$ cat src/rtl/ps2_key_activation_decoder_pkg.sv
// Shared PS/2 scan-code constants, decoder mode encodings and FSM state type.
package ps2_codes_pkg;

   localparam logic [7:0] PS2_EXT = 8'hE0;
   localparam logic [7:0] PS2_BRK = 8'hF0;

   localparam int MODE_LEVEL  = 0;
   localparam int MODE_PULSE  = 1;
   localparam int MODE_TOGGLE = 2;

   typedef enum logic [1:0] {
      IDLE    = 2'd0,
      EXT     = 2'd1,
      BRK     = 2'd2,
      EXT_BRK = 2'd3
   } ps2_state_t;

   // Lowest-index priority encoder; 4'hF when nothing is set.
   function automatic logic [3:0] lowest_set(input logic [15:0] v);
      logic [3:0] r;
      r = 4'hF;
      for (int i = 15; i >= 0; i--) begin
         if (v[i]) begin
            r = i[3:0];
         end
      end
      return r;
   endfunction

endpackage

$ cat src/rtl/ps2_key_activation_decoder_if.sv
// Byte-strobed scan-code input and activation outputs of the key decoder.
interface ps2_key_activation_decoder_if #(
   parameter int N_CH = 3
);
   logic            code_valid;
   logic [7:0]      code;
   logic [N_CH-1:0] activation;
   logic [3:0]      active_idx;
   logic            key_held;
   logic            prefix_err;

   modport master (
      output code_valid, code,
      input  activation, active_idx, key_held, prefix_err
   );

   modport slave (
      input  code_valid, code,
      output activation, active_idx, key_held, prefix_err
   );
endinterface

$ cat src/rtl/ps2_key_activation_decoder_prefix_timer.sv
// Idle-cycle counter for a pending prefix; expired_o is high while the count sits at TIMEOUT.
module ps2_prefix_timer #(
   parameter int TIMEOUT = 1023
) (
   input  logic clk,
   input  logic reset,
   input  logic clear_i,
   input  logic enable_i,
   output logic expired_o
);
   localparam int            CW    = $clog2(TIMEOUT + 1);
   localparam logic [CW-1:0] LIMIT = CW'(TIMEOUT);

   logic [CW-1:0] cnt_q;
   logic [CW-1:0] cnt_d;

   // Saturating count, so the limit is held rather than wrapped.
   always_comb begin
      cnt_d = cnt_q;
      if (clear_i) begin
         cnt_d = {CW{1'b0}};
      end else if (enable_i && (cnt_q != LIMIT)) begin
         cnt_d = cnt_q + CW'(1);
      end else begin
         cnt_d = cnt_q;
      end
   end

   always_ff @(posedge clk) begin
      if (reset) begin
         cnt_q <= {CW{1'b0}};
      end else begin
         cnt_q <= cnt_d;
      end
   end

   assign expired_o = enable_i && (cnt_q == LIMIT);

endmodule

$ cat src/rtl/ps2_key_activation_decoder.sv
// PS/2 scan-code decoder: tracks E0/F0 prefixes and maps make/break codes onto
// one-hot activation channels in level, pulse or toggle mode.
module ps2_key_activation_decoder
   import ps2_codes_pkg::*;
#(
   parameter int              N_CH      = 3,
   parameter logic [N_CH*8-1:0] KEY_CODES = {8'h7D, 8'h75, 8'h6C},
   parameter logic [N_CH-1:0] EXT_MASK  = {N_CH{1'b0}},
   parameter int              MODE      = MODE_LEVEL,
   parameter int              TIMEOUT   = 1023
) (
   input logic                         clk,
   input logic                         reset,
   ps2_key_activation_decoder_if.slave bus
);
   ps2_state_t      state_q, state_d, state_eff_s;
   logic [N_CH-1:0] act_q, act_d;
   logic [3:0]      idx_q, idx_d;
   logic            held_q, held_d;
   logic            err_q, err_d;

   logic            expired_s;
   logic            dec_make_s, dec_break_s, err_f0_s, ext_s;
   logic [N_CH-1:0] match_s;
   logic [3:0]      hit_idx_s;
   logic            hit_s;
   logic [N_CH-1:0] hit_oh_s;

   ps2_prefix_timer #(
      .TIMEOUT (TIMEOUT)
   ) u_timer (
      .clk       (clk),
      .reset     (reset),
      .clear_i   (bus.code_valid || (state_q == IDLE)),
      .enable_i  (state_q != IDLE),
      .expired_o (expired_s)
   );

   // A timeout drops the prefix first, so a byte in that cycle is decoded from IDLE.
   assign state_eff_s = expired_s ? IDLE : state_q;
   assign ext_s       = (state_eff_s == EXT) || (state_eff_s == EXT_BRK);

   for (genvar g = 0; g < N_CH; g++) begin : g_match
      assign match_s[g] = (bus.code == KEY_CODES[8*g +: 8]) && (ext_s == EXT_MASK[g]);
   end

   assign hit_s     = |match_s;
   assign hit_idx_s = lowest_set(16'(match_s));
   assign hit_oh_s  = N_CH'(1) << hit_idx_s;

   // State and output registers.
   always_ff @(posedge clk) begin
      if (reset) begin
         state_q <= IDLE;
         act_q   <= {N_CH{1'b0}};
         idx_q   <= 4'hF;
         held_q  <= 1'b0;
         err_q   <= 1'b0;
      end else begin
         state_q <= state_d;
         act_q   <= act_d;
         idx_q   <= idx_d;
         held_q  <= held_d;
         err_q   <= err_d;
      end
   end

   // Prefix tracking; E0 after F0 is folded into the extended-break state.
   always_comb begin
      state_d     = state_eff_s;
      dec_make_s  = 1'b0;
      dec_break_s = 1'b0;
      err_f0_s    = 1'b0;
      if (bus.code_valid) begin
         case (state_eff_s)
            IDLE: begin
               if (bus.code == PS2_EXT) begin
                  state_d = EXT;
               end else if (bus.code == PS2_BRK) begin
                  state_d = BRK;
               end else begin
                  dec_make_s = 1'b1;
               end
            end
            EXT: begin
               if (bus.code == PS2_BRK) begin
                  state_d = EXT_BRK;
               end else if (bus.code == PS2_EXT) begin
                  state_d = EXT;
               end else begin
                  dec_make_s = 1'b1;
                  state_d    = IDLE;
               end
            end
            BRK: begin
               if (bus.code == PS2_BRK) begin
                  err_f0_s = 1'b1;
               end else if (bus.code == PS2_EXT) begin
                  state_d = EXT_BRK;
               end else begin
                  dec_break_s = 1'b1;
                  state_d     = IDLE;
               end
            end
            EXT_BRK: begin
               if (bus.code == PS2_BRK) begin
                  err_f0_s = 1'b1;
               end else if (bus.code == PS2_EXT) begin
                  state_d = EXT_BRK;
               end else begin
                  dec_break_s = 1'b1;
                  state_d     = IDLE;
               end
            end
            default: begin
               state_d = IDLE;
            end
         endcase
      end else begin
         state_d = state_eff_s;
      end
   end

   // Channel outputs; pulse mode drops activation back to zero every cycle.
   always_comb begin
      act_d  = (MODE == MODE_PULSE) ? {N_CH{1'b0}} : act_q;
      idx_d  = idx_q;
      held_d = held_q;
      err_d  = expired_s || err_f0_s;
      if (dec_make_s && hit_s) begin
         idx_d  = hit_idx_s;
         held_d = 1'b1;
         case (MODE)
            MODE_LEVEL: begin
               act_d = hit_oh_s;
            end
            MODE_PULSE: begin
               // Typematic repeats of the held key do not re-pulse.
               if (!(held_q && (idx_q == hit_idx_s))) begin
                  act_d = hit_oh_s;
               end else begin
                  act_d = {N_CH{1'b0}};
               end
            end
            MODE_TOGGLE: begin
               act_d = (act_q ^ hit_oh_s) & hit_oh_s;
            end
            default: begin
               act_d = hit_oh_s;
            end
         endcase
      end else if (dec_make_s && (MODE == MODE_LEVEL)) begin
         act_d = {N_CH{1'b0}};
         idx_d = 4'hF;
      end else if (dec_break_s && hit_s && (hit_idx_s == idx_q)) begin
         held_d = 1'b0;
         if (MODE == MODE_LEVEL) begin
            act_d = {N_CH{1'b0}};
         end else begin
            act_d = (MODE == MODE_PULSE) ? {N_CH{1'b0}} : act_q;
         end
      end else begin
         idx_d = idx_q;
      end
   end

   assign bus.activation = act_q;
   assign bus.active_idx = idx_q;
   assign bus.key_held   = held_q;
   assign bus.prefix_err = err_q;

endmodule
$ cat src/flat_wrapper.sv
// flat-port wrapper written by rule: the top's interface ports become plain ports
module ps2_key_activation_decoder_flat import ps2_codes_pkg::*;
#(
   parameter int              N_CH      = 3,
   parameter logic [N_CH*8-1:0] KEY_CODES = {8'h7D, 8'h75, 8'h6C},
   parameter logic [N_CH-1:0] EXT_MASK  = {N_CH{1'b0}},
   parameter int              MODE      = MODE_LEVEL,
   parameter int              TIMEOUT   = 1023
)
  (clk, reset, bus_code_valid, bus_code, bus_activation, bus_active_idx, bus_key_held, bus_prefix_err);
  ps2_key_activation_decoder_if #(.N_CH(N_CH)) bus_i ();
  input logic clk;
  input logic reset;
  input wire logic [$bits(bus_i.code_valid)-1:0] bus_code_valid;
  input wire logic [$bits(bus_i.code)-1:0] bus_code;
  output wire logic [$bits(bus_i.activation)-1:0] bus_activation;
  output wire logic [$bits(bus_i.active_idx)-1:0] bus_active_idx;
  output wire logic [$bits(bus_i.key_held)-1:0] bus_key_held;
  output wire logic [$bits(bus_i.prefix_err)-1:0] bus_prefix_err;
  assign bus_i.code_valid = bus_code_valid;
  assign bus_i.code = bus_code;
  assign bus_activation = bus_i.activation;
  assign bus_active_idx = bus_i.active_idx;
  assign bus_key_held = bus_i.key_held;
  assign bus_prefix_err = bus_i.prefix_err;
  ps2_key_activation_decoder #(.N_CH(N_CH), .KEY_CODES(KEY_CODES), .EXT_MASK(EXT_MASK), .MODE(MODE), .TIMEOUT(TIMEOUT)) u_core (.clk(clk), .reset(reset), .bus(bus_i));
endmodule
$ cat config.mk
export PLATFORM = sky130hd
export DESIGN_NAME = ps2_key_activation_decoder_flat
export DESIGN_NICKNAME = d
export VERILOG_FILES = /design/src/rtl/ps2_key_activation_decoder_pkg.sv /design/src/rtl/ps2_key_activation_decoder_if.sv /design/src/rtl/ps2_key_activation_decoder_prefix_timer.sv /design/src/rtl/ps2_key_activation_decoder.sv /design/src/flat_wrapper.sv
export SDC_FILE = /design/constraint.sdc
export NUM_CORES = 1
export LEC_CHECK = 0
export ABC_AREA = 1
export CAP_MARGIN = 5
export CORE_MARGIN = 2
export CORE_UTILIZATION = 42
export CTS_CLUSTER_DIAMETER = 30
export DETAILED_ROUTE_END_ITERATION = 16
export PLACE_DENSITY = 0.65
export SLEW_MARGIN = 20
export SYNTH_ARGS = -nofsm -noshare
export SYNTH_HDL_FRONTEND = slang
export SYNTH_HIERARCHICAL = 1
export SYNTH_SLANG_ARGS = --single-unit
$ cat constraint.sdc
create_clock -name clk -period 2.5 [get_ports clk]
set_input_delay 0.375 -clock clk [delete_from_list [all_inputs] [get_ports clk]]
set_output_delay 0.375 -clock clk [all_outputs]
set_load 0.01 [all_outputs]
# --- Yosys cells after proc, flatten, opt, wreduce, memory -nomap -nowiden ---
# Cells that the tools add are included.
totals:
  reg_bits: 21
  elab_cells: 73
  n_memories: 0
  rom_bits: 0
  latchBits: 0
  ram_bits: 0
  output_inout_bits: 9
  in_bits: 11
classes:
  reduce_logical: 21
  bitwise_logic: 1
  div_mod_pow: 0
  add_sub_neg: 1
  magnitude_cmp: 0
  eq_ne: 12
  mux: 31
  shifts: 1
  mul: 0
op_table:
  columns: ["operator", "count"]
  rows:
  - ["$eq A8 B7 Y1 const B", 3]
  - ["$mux W4", 5]
  - ["$eq A8 B8 Y1 const B", 2]
  - ["$mux W1", 14]
  - ["$mux W2", 7]
  - ["$add A10 B1 Y10 const B", 1]
  - ["$eq A10 B10 Y1 const B", 1]
  - ["$ne A10 B10 Y1 const B", 1]
  - ["$mux W3", 3]
  - ["$logic_and A1 B1 Y1", 8]
  - ["$pmux W2 S3", 1]
  - ["$reduce_bool A2 Y1", 3]
  - ["$eq A2 B2 Y1 const B", 2]
  - ["$eq A4 B4 Y1", 1]
  - ["$logic_not A2 Y1", 2]
  - ["$reduce_or A2 Y1", 2]
  - ["$shl A1 B4 Y3 const A", 1]
  - ["$logic_or A1 B1 Y1", 3]
  - ["$reduce_bool A3 Y1", 1]
  - ["$reduce_or A3 Y1", 1]
  - ["$eq A2 B1 Y1 const B", 1]
  - ["$ne A2 B2 Y1 const B", 1]
  - ["$pmux W1 S2", 1]
  - ["$reduce_and A2 Y1", 1]
  - ["$not A1 Y1", 1]

# --- Longest topological paths before layout ---
logic_depth:
  depth_word: 15
  depth_mapped: 16
  mapped_depth_nobuf: 15

# --- Hierarchy ---
# Netlist, hierarchy kept.
by_module_without_submodules:
  columns: ["module", "cells_per_inst", "seq_area_each_um2", "area_each_um2", "n_inst"]
  rows:
  - ["ps2_key_activation_decoder", 103, 200.2, 653.1, 1]
  - ["ps2_prefix_timer", 88, 200.2, 574.3, 1]

# --- Least setup slack after synthesis ---
# Ideal clock, no wire load.
synth_path:
  kind: "reg2reg"
  startpoint: "register u_core.u_timer.cnt_q[0]"
  endpoint: "register u_core.act_q[0] (netlist: u_core/bus.activation[0])"
  required_ns: 2.370
  stages_incl_launch_ff: 16
  n_path_buf: 1
  setup_time_ns: 0.130
  arrival_ns: 1.872
  period_less_slack_ns: 2.002
  setup_slack_ns: 0.498
  cell_sequence: "dfxtp_1 > ha_1 > nand2_1 > nor2_4 > nand3_4 > buf_6 > nor2_1 > nor2_2 > nor2_1 > nand3_1 > nand3_1 > nand2_1 > nor2_1 > nand2_2 > nand3_1 > a21oi_2"
synth_via:
  elab_chain_cells: 13
  elab_cells_between_ends: 29
  classes_between: "5 x eq/ne; 1 x shift; 10 x mux; 1 x bitwise; 12 x reduce/logical"
synth_rtl:
  columns: ["item", "line", "rtl"]
  rows:
  - ["start, declared", "ps2_key_activation_decoder_prefix_timer.sv:14", "logic [CW-1:0] cnt_q;"]
  - ["start signal, assigned", "ps2_key_activation_decoder_prefix_timer.sv:31", "cnt_q <= {CW{1'b0}};"]
  - ["start signal, assigned", "ps2_key_activation_decoder_prefix_timer.sv:33", "cnt_q <= cnt_d;"]
  - ["$eq A10 B10 Y1 *", "ps2_key_activation_decoder_prefix_timer.sv:37", "assign expired_o = enable_i && (cnt_q == LIMIT);"]
  - ["$logic_and A1 B1 Y1 *", "ps2_key_activation_decoder_prefix_timer.sv:37", null]
  - ["named net u_core.expired_s", "ps2_key_activation_decoder.sv:22", "logic expired_s;"]
  - ["$mux W2 *", "ps2_key_activation_decoder.sv:40", "assign state_eff_s = expired_s ? IDLE : state_q;"]
  - ["$eq A2 B1 Y1 or $eq A2 B2 Y1 (tied branches)", "ps2_key_activation_decoder.sv:41, ps2_key_activation_decoder.sv:75", null]
  - ["$logic_or A1 B1 Y1", "ps2_key_activation_decoder.sv:41", "assign ext_s = (state_eff_s == EXT) || (state_eff_s == EXT_BRK);"]
  - ["$not A1 Y1", "ps2_key_activation_decoder.sv:44", "assign match_s[g] = (bus.code == KEY_CODES[8*g +: 8]) && (ext_s == EXT_MASK[g]);"]
  - ["$logic_and A1 B1 Y1", "ps2_key_activation_decoder.sv:44", null]
  - ["$mux W4 (3 in series)", "ps2_key_activation_decoder_pkg.sv:23", "if (v[i]) begin"]
  - ["$eq A4 B4 Y1", "ps2_key_activation_decoder.sv:155", "end else if (dec_break_s && hit_s && (hit_idx_s == idx_q)) begin"]
  - ["$logic_and A1 B1 Y1", "ps2_key_activation_decoder.sv:155", null]
  - ["$reduce_bool A3 Y1 (no line)", null, null]
  - ["end signal, assigned", "ps2_key_activation_decoder.sv:55", "act_q <= {N_CH{1'b0}};"]
  - ["end signal, assigned", "ps2_key_activation_decoder.sv:61", "act_q <= act_d;"]
  - ["end, declared", "ps2_key_activation_decoder.sv:17", "logic [N_CH-1:0] act_q, act_d;"]
# The timed path passes the listed nets; every way through them passes the cells marked *.
# A chain may end at the register's enable or synchronous reset.

# --- Worst setup path in the final report ---
# Same ends and word-level chain as after synthesis.

==> impl_results.md <==
- Critical path endpoint category: flop
- Worst-case clock skew: 0.0100 ns
- CTS buffer count: 3
- H-tree depth: 1
- Signal arrival time at the worst endpoint: 2.32 ns
- Pwr dens: 433 nW/um^2
- Die Width: 58.1 um
- Routed WL per cell: 10.5 um
- # fillers: 277
- RSZ-0062 raised after global routing: no
- Avg Vias per Cell: 5.02
- Fin crit period: 2.13 ns
- Hold Crit Depth: 2
- Met2 wire length: 1090 um
- Max Used Layer: met4
- Area growth, synth to finish: 20.9%
- Die height: 58.1 um
- Library cells used by synthesis: 27
- Hold Vio Cnt, Final: 0
- Synth area leader: dfxtp_1
- Pins Over Slew Limit: 0
- Drt total wl: 2530 um
- Worst slack, placed: 0.328 ns
- Required time of the critical path: 2.69 ns
- Final worst-path cycle share: 0.852
- Syn nets: 203
- Outcome: completed
- CP Launch Type: flop
- Post-synth top area share: 0.326
- Max-slew headroom: 0.699
- Worst Path Max Fanout: 16
- Initial core utilization: 0.445
- Setup_tns: 0 ns
- CTS clk-pin slew, worst paths: 0.12 ns
- Post-synth ARST share: 0
- Gr ovfl total: 0
- Die area: 3370 um^2
- GPL Wtd Cong: 0.858
- Sequential fraction of the synthesis area: 0.326
- Post-synth EDFFs: 0
- Final setup viols: 0
- I/O Buffers: 19
- Tightest Hold Check Type: reg2reg
- Post-synthesis instance total: 191
- R2R cell count: 14
- Mapped Area: 1230 um^2
- Placed cell count: 237
- DRT met1 WL: 1300 um
- Max IR drop VDD: 0.000646 V
- Main flop type after synthesis: dfxtp_1
- Via count: 1211
- CTS tree: done
- # Post-CTS Setup Buffers: 0
- Fmax: 469 MHz
- Antenna cell count: 0
- Ports: 20
- DR DRC count: 0
- Cell Rows: 19
- Fin worst setup slack: 0.369 ns
- Layout Cells excl Fill: 241
- Slew at the pin closest to its max-slew limit: 0.450 ns
- Clock root cell: clkbuf_4
- CTS Hold Buffers Added: 0
- P_leak: 0.584 nW
- Synth Register Bits: 20
- CTS sink cnt: 20
- FF+latch area: 400 um^2
- Final core occ: 0.538
- Core area: 2760 um^2
- Clk_lat worst skew: 0.30 ns
- Clock buffer depth: 2
- Vias in the first global route: 1101
- DRT Pass-1 Iters: 4
- HPWL after DPL: 1980 um
- Global-route wire length before repair: 4620 um
- Initial DRC count: 48
- Maxcap violations: 0
- Hold slack: 0.503 ns
- Syn avg cell area: 6.43 um^2
- Nets: 223
- GR Util All Layers: 0.173
- Fraction of layout cells with a size suffix above 1: 0.129
- CTS resizes: 0
- Largest net degree at the start of global routing: 17
- Synth area leaders: dfxtp_1 (33%), nand2_1 (13%), nor2_1 (9.5%)
- Warnings from Yosys: 6
- Met3 Wirelength: 129 um
- Critical path type: reg2reg
- Initial antenna violation count: 0
- Area occupied by multi-input gates: 704 um^2
- DRT antenna net count: 0
-- cells in the final DEF (no fill, tap or decap), drive strengths merged --
master         netlist  final
a21oi               16     16
clkdlybuf4s50        0     19
or2                  3      3
nand3               22     22
clkbuf               0      3
nor3                 4      4
bufinv               0      1
ha                   1      1
nand4                2      2
o21ai                5      5
nand2               49     49
nand3b               1      1
inv                 26     26
nor2                37     37
o211a                1      1
dfxtp               20     20
-- where the power goes --
| part | switching (mW) | total (mW) | internal (mW) | leakage (nW) |
|---|---|---|---|---|
| sequential | 0.00131 | 0.322 | 0.321 | 0.161 |
| clock | 0.103 | 0.265 | 0.162 | 0.0279 |
| combinational | 0.0294 | 0.0547 | 0.0253 | 0.394 |
| total | 0.134 | 0.642 | 0.508 | 0.584 |
-- cells by family after synthesis --
family          share of synthesized area
buf+inv                             0.102
flops                               0.326
fa+ha+maj                          0.0102
simple gates                        0.462
compound gates                     0.0999
-- area by class of cell --
type,instances,share of cell area
multi-input combinational,141,0.475
sequential,20,0.270
timing repair buffer,19,0.128
inverter,26,0.0658
tap,31,0.0261
clock inverter,1,0.0202
clock buffer,3,0.0152
-- final timing paths --
kind	startpoint	endpoint	slack, ns
max	u_core/u_timer/cnt_q[0]	u_core/bus.activation[0]	0.37
min	u_core/bus.activation[1]	u_core/bus.activation[1]	0.50
max reg2reg	u_core/u_timer/cnt_q[0]	u_core/bus.activation[0]	0.37
min reg2reg	u_core/bus.activation[1]	u_core/bus.activation[1]	0.50
-- sequential cells by signal (all words and copies together) (netlist names) --
register and flops:
u_core/state_q 2, u_core/bus.activation 3, u_core/bus.key_held 1, u_core/bus.active_idx 3
u_core/bus.prefix_err 1, u_core/u_timer/cnt_q 10
-- synth_stat cells (2+ instances only) --
library cell  count
nand2_1          44
nor2_1           31
inv_1            23
dfxtp_1          20
nand3_1          19
a21oi_1          14
nand2_2           5
inv_2             3
nor2_2            3
nor2_4            3
o21ai_0           3
a21oi_2           2
nand3_2           2
nand4_1           2
nor3_1            2
nor3_2            2
o21ai_1           2
or2_1             2
-- metrics by stage --
stage | cell area (um^2) | power [mW]
6_report | 1480 | 0.642
5_1_grt | 1480 | 0.668
4_1_cts | 1480 | 0.648
3_5_place_dp | 1430 | 0.383
3_3_place_gp | 1430 | 0.383
2_1_floorplan | 1230 | 0.356
-- worst max-delay path: stages, from the launching register on --
cell	delay [ns]
dfxtp_1	0.39
ha_1	0.20
nand2_1	0.10
nor2_4	0.15
nand3_4	0.19
nor2_2	0.18
nor2_2	0.08
nor2_1	0.13
nand3_1	0.13
nand3_1	0.10
nand2_1	0.05
nor2_1	0.12
nand2_2	0.09
nand3_1	0.09
a21oi_2	0.05
-- per-layer routing --
metal | up-vias | global-route usage
met2 | 26 | 0.276
met4 | 0 | 0.0299
li1 | 644 | -
met5 | - | 0
met3 | 2 | 0.0424
met1 | 539 | 0.241
Power figures use the tool's default switching activity.
